`config.mk`:
```
export PLATFORM = sky130hd
export DESIGN_NAME = ps2_host_tx
export DESIGN_NICKNAME = d
export VERILOG_FILES = /design/src/rtl/ps2_host_tx.sv
export SDC_FILE = /design/constraint.sdc
export NUM_CORES = 1
export LEC_CHECK = 0
export ABC_AREA = 0
export CORE_UTILIZATION = 53
export CTS_CLUSTER_DIAMETER = 50
export DETAILED_ROUTE_END_ITERATION = 12
export GPL_TIMING_DRIVEN = 0
export PLACE_DENSITY = 0.73
export SYNTH_ARGS = -nofsm -noshare
export SYNTH_HDL_FRONTEND = slang
export SYNTH_SLANG_ARGS = --single-unit
```
`constraint.sdc`:
```
create_clock -name clock_27mhz -period 2.56 [get_ports clock_27mhz]
set_input_delay 0.768 -clock clock_27mhz [delete_from_list [all_inputs] [get_ports clock_27mhz]]
set_output_delay 0.768 -clock clock_27mhz [all_outputs]
set_load 0.02 [all_outputs]
```
`src/rtl/ps2_host_tx.sv`:
```
// Host-to-device PS/2 transmitter: inhibit, request-to-send, 11-bit frame, device ack check.
// Drives both lines open-drain through drive-low enables; watchdog guards every device clock edge.
module ps2_host_tx #(
    parameter int unsigned INHIBIT_CYCLES = 3240,
    parameter int unsigned SETUP_CYCLES   = 27,
    parameter int unsigned TIMEOUT_CYCLES = 54000
) (
    input  logic       clock_27mhz,
    input  logic       reset,
    input  logic [7:0] tx_data,
    input  logic       tx_start,
    input  logic       ps2c_in,
    input  logic       ps2d_in,
    output logic       ps2c_drive_low,
    output logic       ps2d_drive_low,
    output logic       busy,
    output logic       done,
    output logic       ack_ok,
    output logic       error
);

    localparam int unsigned PHASE_MAX = (INHIBIT_CYCLES > SETUP_CYCLES) ? INHIBIT_CYCLES : SETUP_CYCLES;
    localparam int unsigned CNT_W     = $clog2(PHASE_MAX + 1);
    localparam int unsigned WD_W      = $clog2(TIMEOUT_CYCLES + 1);
    localparam int unsigned FRAME_W   = 11;
    localparam int unsigned BIT_W     = 4;

    typedef enum logic [2:0] {
        S_IDLE,
        S_INHIBIT,
        S_SETUP,
        S_SEND,
        S_ACK,
        S_WAIT_IDLE,
        S_DONE,
        S_ERROR
    } state_e;

    state_e               state_q, state_d;
    logic [2:0]           c_sync_q, d_sync_q;
    logic [CNT_W-1:0]     cnt_q, cnt_d;
    logic [WD_W-1:0]      wd_q, wd_d;
    logic [BIT_W-1:0]     k_q, k_d;
    logic [FRAME_W-1:0]   frame_q, frame_d;
    logic                 ack_r_q, ack_r_d;
    logic                 c_low_d, d_low_d, busy_d, done_d, error_d, ack_ok_d;
    logic                 fall;
    logic                 wd_expired;
    logic                 lines_idle;

    // Three-flop synchronisers; reset to the idle-high line level so reset never fakes a fall
    always_ff @(posedge clock_27mhz) begin
        if (reset) begin
            c_sync_q <= '1;
            d_sync_q <= '1;
        end else begin
            c_sync_q <= {c_sync_q[1:0], ps2c_in};
            d_sync_q <= {d_sync_q[1:0], ps2d_in};
        end
    end

    assign fall       = c_sync_q[2] & ~c_sync_q[1];
    assign wd_expired = (wd_q == WD_W'(TIMEOUT_CYCLES - 1));
    // Idle needs both lines high on two consecutive synchronised samples
    assign lines_idle = c_sync_q[1] & c_sync_q[2] & d_sync_q[1] & d_sync_q[2];

    always_ff @(posedge clock_27mhz) begin
        if (reset) begin
            state_q        <= S_IDLE;
            cnt_q          <= '0;
            wd_q           <= '0;
            k_q            <= '0;
            frame_q        <= '0;
            ack_r_q        <= 1'b0;
            ps2c_drive_low <= 1'b0;
            ps2d_drive_low <= 1'b0;
            busy           <= 1'b0;
            done           <= 1'b0;
            ack_ok         <= 1'b0;
            error          <= 1'b0;
        end else begin
            state_q        <= state_d;
            cnt_q          <= cnt_d;
            wd_q           <= wd_d;
            k_q            <= k_d;
            frame_q        <= frame_d;
            ack_r_q        <= ack_r_d;
            ps2c_drive_low <= c_low_d;
            ps2d_drive_low <= d_low_d;
            busy           <= busy_d;
            done           <= done_d;
            ack_ok         <= ack_ok_d;
            error          <= error_d;
        end
    end

    always_comb begin
        state_d = state_q;
        cnt_d   = cnt_q;
        wd_d    = wd_q;
        k_d     = k_q;
        frame_d = frame_q;
        ack_r_d = ack_r_q;

        case (state_q)
            S_IDLE: begin
                if (tx_start) begin
                    // Frame LSB first: start(0), data, odd parity, stop(1)
                    frame_d = {1'b1, ~^tx_data, tx_data, 1'b0};
                    cnt_d   = '0;
                    state_d = S_INHIBIT;
                end
            end
            S_INHIBIT: begin
                if (cnt_q == CNT_W'(INHIBIT_CYCLES - 1)) begin
                    cnt_d   = '0;
                    state_d = S_SETUP;
                end else begin
                    cnt_d = cnt_q + 1'b1;
                end
            end
            S_SETUP: begin
                if (cnt_q == CNT_W'(SETUP_CYCLES - 1)) begin
                    cnt_d   = '0;
                    k_d     = '0;
                    wd_d    = '0;
                    state_d = S_SEND;
                end else begin
                    cnt_d = cnt_q + 1'b1;
                end
            end
            S_SEND: begin
                if (fall) begin
                    k_d  = k_q + 1'b1;
                    wd_d = '0;
                    if (k_q == BIT_W'(9)) begin
                        state_d = S_ACK;
                    end
                end else if (wd_expired) begin
                    state_d = S_ERROR;
                end else begin
                    wd_d = wd_q + 1'b1;
                end
            end
            S_ACK: begin
                if (fall) begin
                    ack_r_d = ~d_sync_q[1];
                    wd_d    = '0;
                    state_d = S_WAIT_IDLE;
                end else if (wd_expired) begin
                    state_d = S_ERROR;
                end else begin
                    wd_d = wd_q + 1'b1;
                end
            end
            S_WAIT_IDLE: begin
                if (lines_idle) begin
                    state_d = S_DONE;
                end else if (wd_expired) begin
                    state_d = S_ERROR;
                end else begin
                    wd_d = wd_q + 1'b1;
                end
            end
            S_DONE:  state_d = S_IDLE;
            S_ERROR: state_d = S_IDLE;
            default: state_d = S_IDLE;
        endcase

        // Outputs are registered against the next state; data only moves after a fall
        c_low_d  = (state_d == S_INHIBIT) || (state_d == S_SETUP);
        d_low_d  = (state_d == S_SETUP) || ((state_d == S_SEND) && ~frame_q[k_d]);
        busy_d   = (state_d != S_IDLE);
        done_d   = (state_d == S_DONE);
        error_d  = (state_d == S_ERROR);
        ack_ok_d = (state_d == S_DONE) ? ack_r_q : ack_ok;
    end

endmodule

```
==> metrics.md, run 1 <==
| Metric | Value |
|---|---|
| Hold Slack | 408 ps |
| Crit path launch | cnt_q[0] |
| CP Data Required Time | 2810 ps |
| Sw Ratio | 0.221 |
| Total track usage | 0.225 |
| Initial Util | 0.560 |
| Initial DRC Count | 153 |
| DR WL/cell | 13.7 µm |
| CP endpoint kind | flip-flop |
| Critical path peak fanout | 6 |
| Headroom to the max-slew limit | 0.429 |
| Placed instance count | 422 |
| Final worst path period need | 2430 ps |
| Critical path arrival | 2680 ps |
| RSZ-0062 raised after global routing | false |
| Placer Congestion | 0.871 |
| Diode count | 0 |
| Fin. Hold Viols | 0 |
| Sequential Power Share | 0.445 |
| Period Utilization, post-route | 0.948 |
| Register area share after synthesis | 0.401 |
| First-pass GRT wire length | 10.3 mm |
| Via density per instance | 5.65 |
| Psw | 0.000467 W |
| Nets | 381 |
| Peak supply drop | 0.417 mV |
| Largest net degree at the start of global routing | 11 |
| Clock latency on the worst-skew pair | 340 ps |
| Status | complete, no violations |
| FF+latch count, synth | 58 |
| Mapped cell area | 2900 µm² |
| Clk pwr share | 0.472 |
| Post-Syn Nets | 352 |
| H-tree depth | 3 |
| Max cap viols | 0 |
| Grt total ovfl | 0 |
| PwrDens | 617 nW/µm² |
| Chip height | 75.9 µm |
| Netlist cell types | 55 |
| Area leader, netlist | dfxtp_1 |
| DIE AREA | 5760 µm² |
| Min-Delay Path Depth | 1 |
| Core area | 5170 µm² |
| Total negative setup slack | 0 ps |
| Row cnt | 26 |
| Crit Path Class | flip-flop to flip-flop |
| Cells after synthesis | 334 |
| Post-DP HPWL | 4.23 mm |
| # DRC | 0 |
| Area growth from synthesis to layout | 18.4% |
| Finished Layout Cells | 438 |
| Io pins | 19 |
| Gate power share | 0.083 |
| Share of cells above drive strength 1 | 0.106 |
| CTS clk-pin slew, worst paths | 60 ps |
| EDFF count, synth | 0 |
| Yosys top cell area share | 0.401 |
| Fmax | 412 MHz |
| Root buf cell | clkbuf_8 |
| Ranking of synthesized cells by area | dfxtp_1 40%, xnor2_1 7.0%, nor2_1 5.1%, nand2_1 4.1%, a21oi_1 3.3% |
| Die Wd | 75.9 µm |
| Final Max Slew Viols | 0 |
| CTS Buf Count | 9 |
| Setup crit start kind | flip-flop |
| TritonCTS clock tree | built |
| Leak pwr | 1.22 nW |
| Vias in the first global route | 2355 |
| Hold path startpoint | d_sync_q[0] |
| Worst-Margin Slew | 854 ps |
| Post-Route WL | 6.02 mm |
| Routed vias | 2474 |
| Longest Clk Path Bufs | 2 |
| Final ANT Viol Nets | 0 |
| Hold/Removal Path Class | flip-flop to flip-flop |
| Ys Warns | 0 |
| Post-CTS Setup Inserts | 0 |
| Post-Place Cell Area | 3160 µm² |
| Initial antenna violation count | 0 |
| Worst r2r path cells | 7 |
| Port buffer count | 18 |
| Skew final | 6.93 ps |
| Final setup violation count | 0 |
| Post-Synthesis Mean Instance Area | 8.67 µm² |
| Fraction of registers with async set/reset | 0 |
| Pre-antenna DRT Iters | 5 |
| Post-cts hold buffer count | 0 |
| Post-synth top flop | dfxtp_1 |
| CTS sink count | 58 |
| Origin of the critical flop-to-flop path | cnt_q[0] |
| Final instance area | 3430 µm² |
| Cell internal pwr | 0.00165 W |
[path summary, 6_finish.rpt]
path                                  endpoint  slack (ps)
worst max-delay path            ps2d_drive_low         130
worst min-delay path               d_sync_q[1]         410
worst max register to register  ps2d_drive_low         130
worst min register to register     d_sync_q[1]         410
[sequential cells by signal, indices dropped and copies added (netlist names), 3 cells and up]
register	cells
wd_q	16
state_q	3
cnt_q	12
c_sync_q	3
frame_q	10
d_sync_q	3
k_q	4
[worst max-delay path, cell delays in order, from the launching register on]
cell and delay [ps]:
dfxtp_1 400, ha_1 290, nand4_1 170, or4_1 500
a21boi_1 240, a221oi_2 100, or3_1 420, a31oi_1 210
[logic make-up (layout without fill, tap and decap cells)]
group	count (synthesis)	in the layout	synth area share
xor+xnor	31	31	0.0937
flops	58	58	0.401
compound gates	52	52	0.122
fa+ha+maj	5	5	0.0216
simple gates	158	158	0.308
mux	6	6	0.0207
buf+inv	24	58	0.0324
[cell usage in the layout (no fill, tap or decap), types with 2 or more instances in the layout]
master	netlist	final
clkbuf_1	8	8
clkdlybuf4s50_1	0	18
nand4bb_1	3	3
dfxtp_1	58	58
a31oi_1	6	4
nor2_1	39	39
nor4_1	6	6
o21ai_0	3	3
o21bai_1	2	2
nand4b_1	3	3
bufinv_16	0	3
buf_2	3	3
nor4_4	2	2
nor3_1	8	8
nand3b_1	2	2
nor3b_1	2	2
or3_1	5	5
nand4_1	14	14
nand3_1	11	11
clkbuf_8	0	9
ha_1	5	5
xor2_1	8	8
inv_1	12	12
clkinv_2	0	3
nor4b_1	2	2
nand2_1	32	32
mux2i_1	6	6
nor2b_1	3	3
a21oi_1	19	19
a2bb2oi_1	2	2
or2_2	7	7
xnor2_1	23	23
a211oi_1	2	2
nand2b_1	4	4
a31o_2	3	3
and4_1	4	4
and3_1	4	4
[Yosys cell counts (3+ instances only)]
cell type  count
nor3_1         8
nand4b_1       3
buf_2          3
a21oi_1       19
clkbuf_1       8
xnor2_1       23
dfxtp_1       58
xor2_1         8
or3_1          5
nand2b_1       4
and4_1         4
nor2b_1        3
nand2_1       32
nand4bb_1      3
inv_1         12
nor2_1        39
nor4_1         6
nand3_1       11
or2_2          7
o21ai_0        3
a31o_2         3
a31oi_1        6
nand4_1       14
ha_1           5
and3_1         4
mux2i_1        6
[per-layer routing]
| layer | track usage | share of wire | up-vias | wire [µm] |
|---|---|---|---|---|
| met1 | 0.265 | 0.45 | 1128 | 2690 |
| met4 | 0.117 | 0.025 | 0 | 150 |
| li1 | - | - | 1255 | - |
| met3 | 0.0687 | 0.064 | 16 | 384 |
| met2 | 0.367 | 0.46 | 75 | 2790 |
| met5 | 0 | 0 | - | 0 |
[power by group through the flow]
| stage | Sequential (W) | Clock (W) | Combinational, W |
|---|---|---|---|
| floorplan | 0.000961 | 0 | 0.000117 |
| global placement | 0.000960 | 0 | 0.000173 |
| detailed placement | 0.000961 | 0 | 0.000174 |
| CTS | 0.000940 | 0.00103 | 0.000175 |
| global route | 0.000943 | 0.00106 | 0.000197 |
| finish | 0.000941 | 0.000997 | 0.000176 |
[area by class of cell]
cell class,count,area [µm²]
Tap cell,70,87.6
Buffer,12,50.0
Inverter,12,45.0
Clock buffer,10,128
Timing Repair Buffer,18,180
Clock inverter,6,105
Sequential cell,58,1160
Multi-Input combinational cell,252,1670
Fill cell,454,1740
[stage by stage]
stage | util | setup WS [ps] | total power [W]
floorplan | - | 471 | 0.00108
global placement | 0.612 | -174 | 0.00113
detailed placement | 0.612 | -164 | 0.00114
CTS | 0.657 | 11.0 | 0.00214
global route | 0.663 | 24.1 | 0.00220
finish | 0.663 | 132 | 0.00211
[timing repair]
action,4_1_cts,5_1_grt
setup endpoints to repair,0,23
gates resized for setup,0,7
hold endpoints to repair,0,0
Power figures use the tool's default switching activity.
==> run 2, diff against run 1 <==
--- a/config.mk
+++ b/config.mk
@@ -11,6 +11,7 @@
 export DETAILED_ROUTE_END_ITERATION = 12
 export GPL_TIMING_DRIVEN = 0
 export PLACE_DENSITY = 0.73
+export SLEW_MARGIN = 20
 export SYNTH_ARGS = -nofsm -noshare
 export SYNTH_HDL_FRONTEND = slang
 export SYNTH_SLANG_ARGS = --single-unit
==> results of run 2 <==
No change in the layout: final DEF, timing and power equal those of run 1.
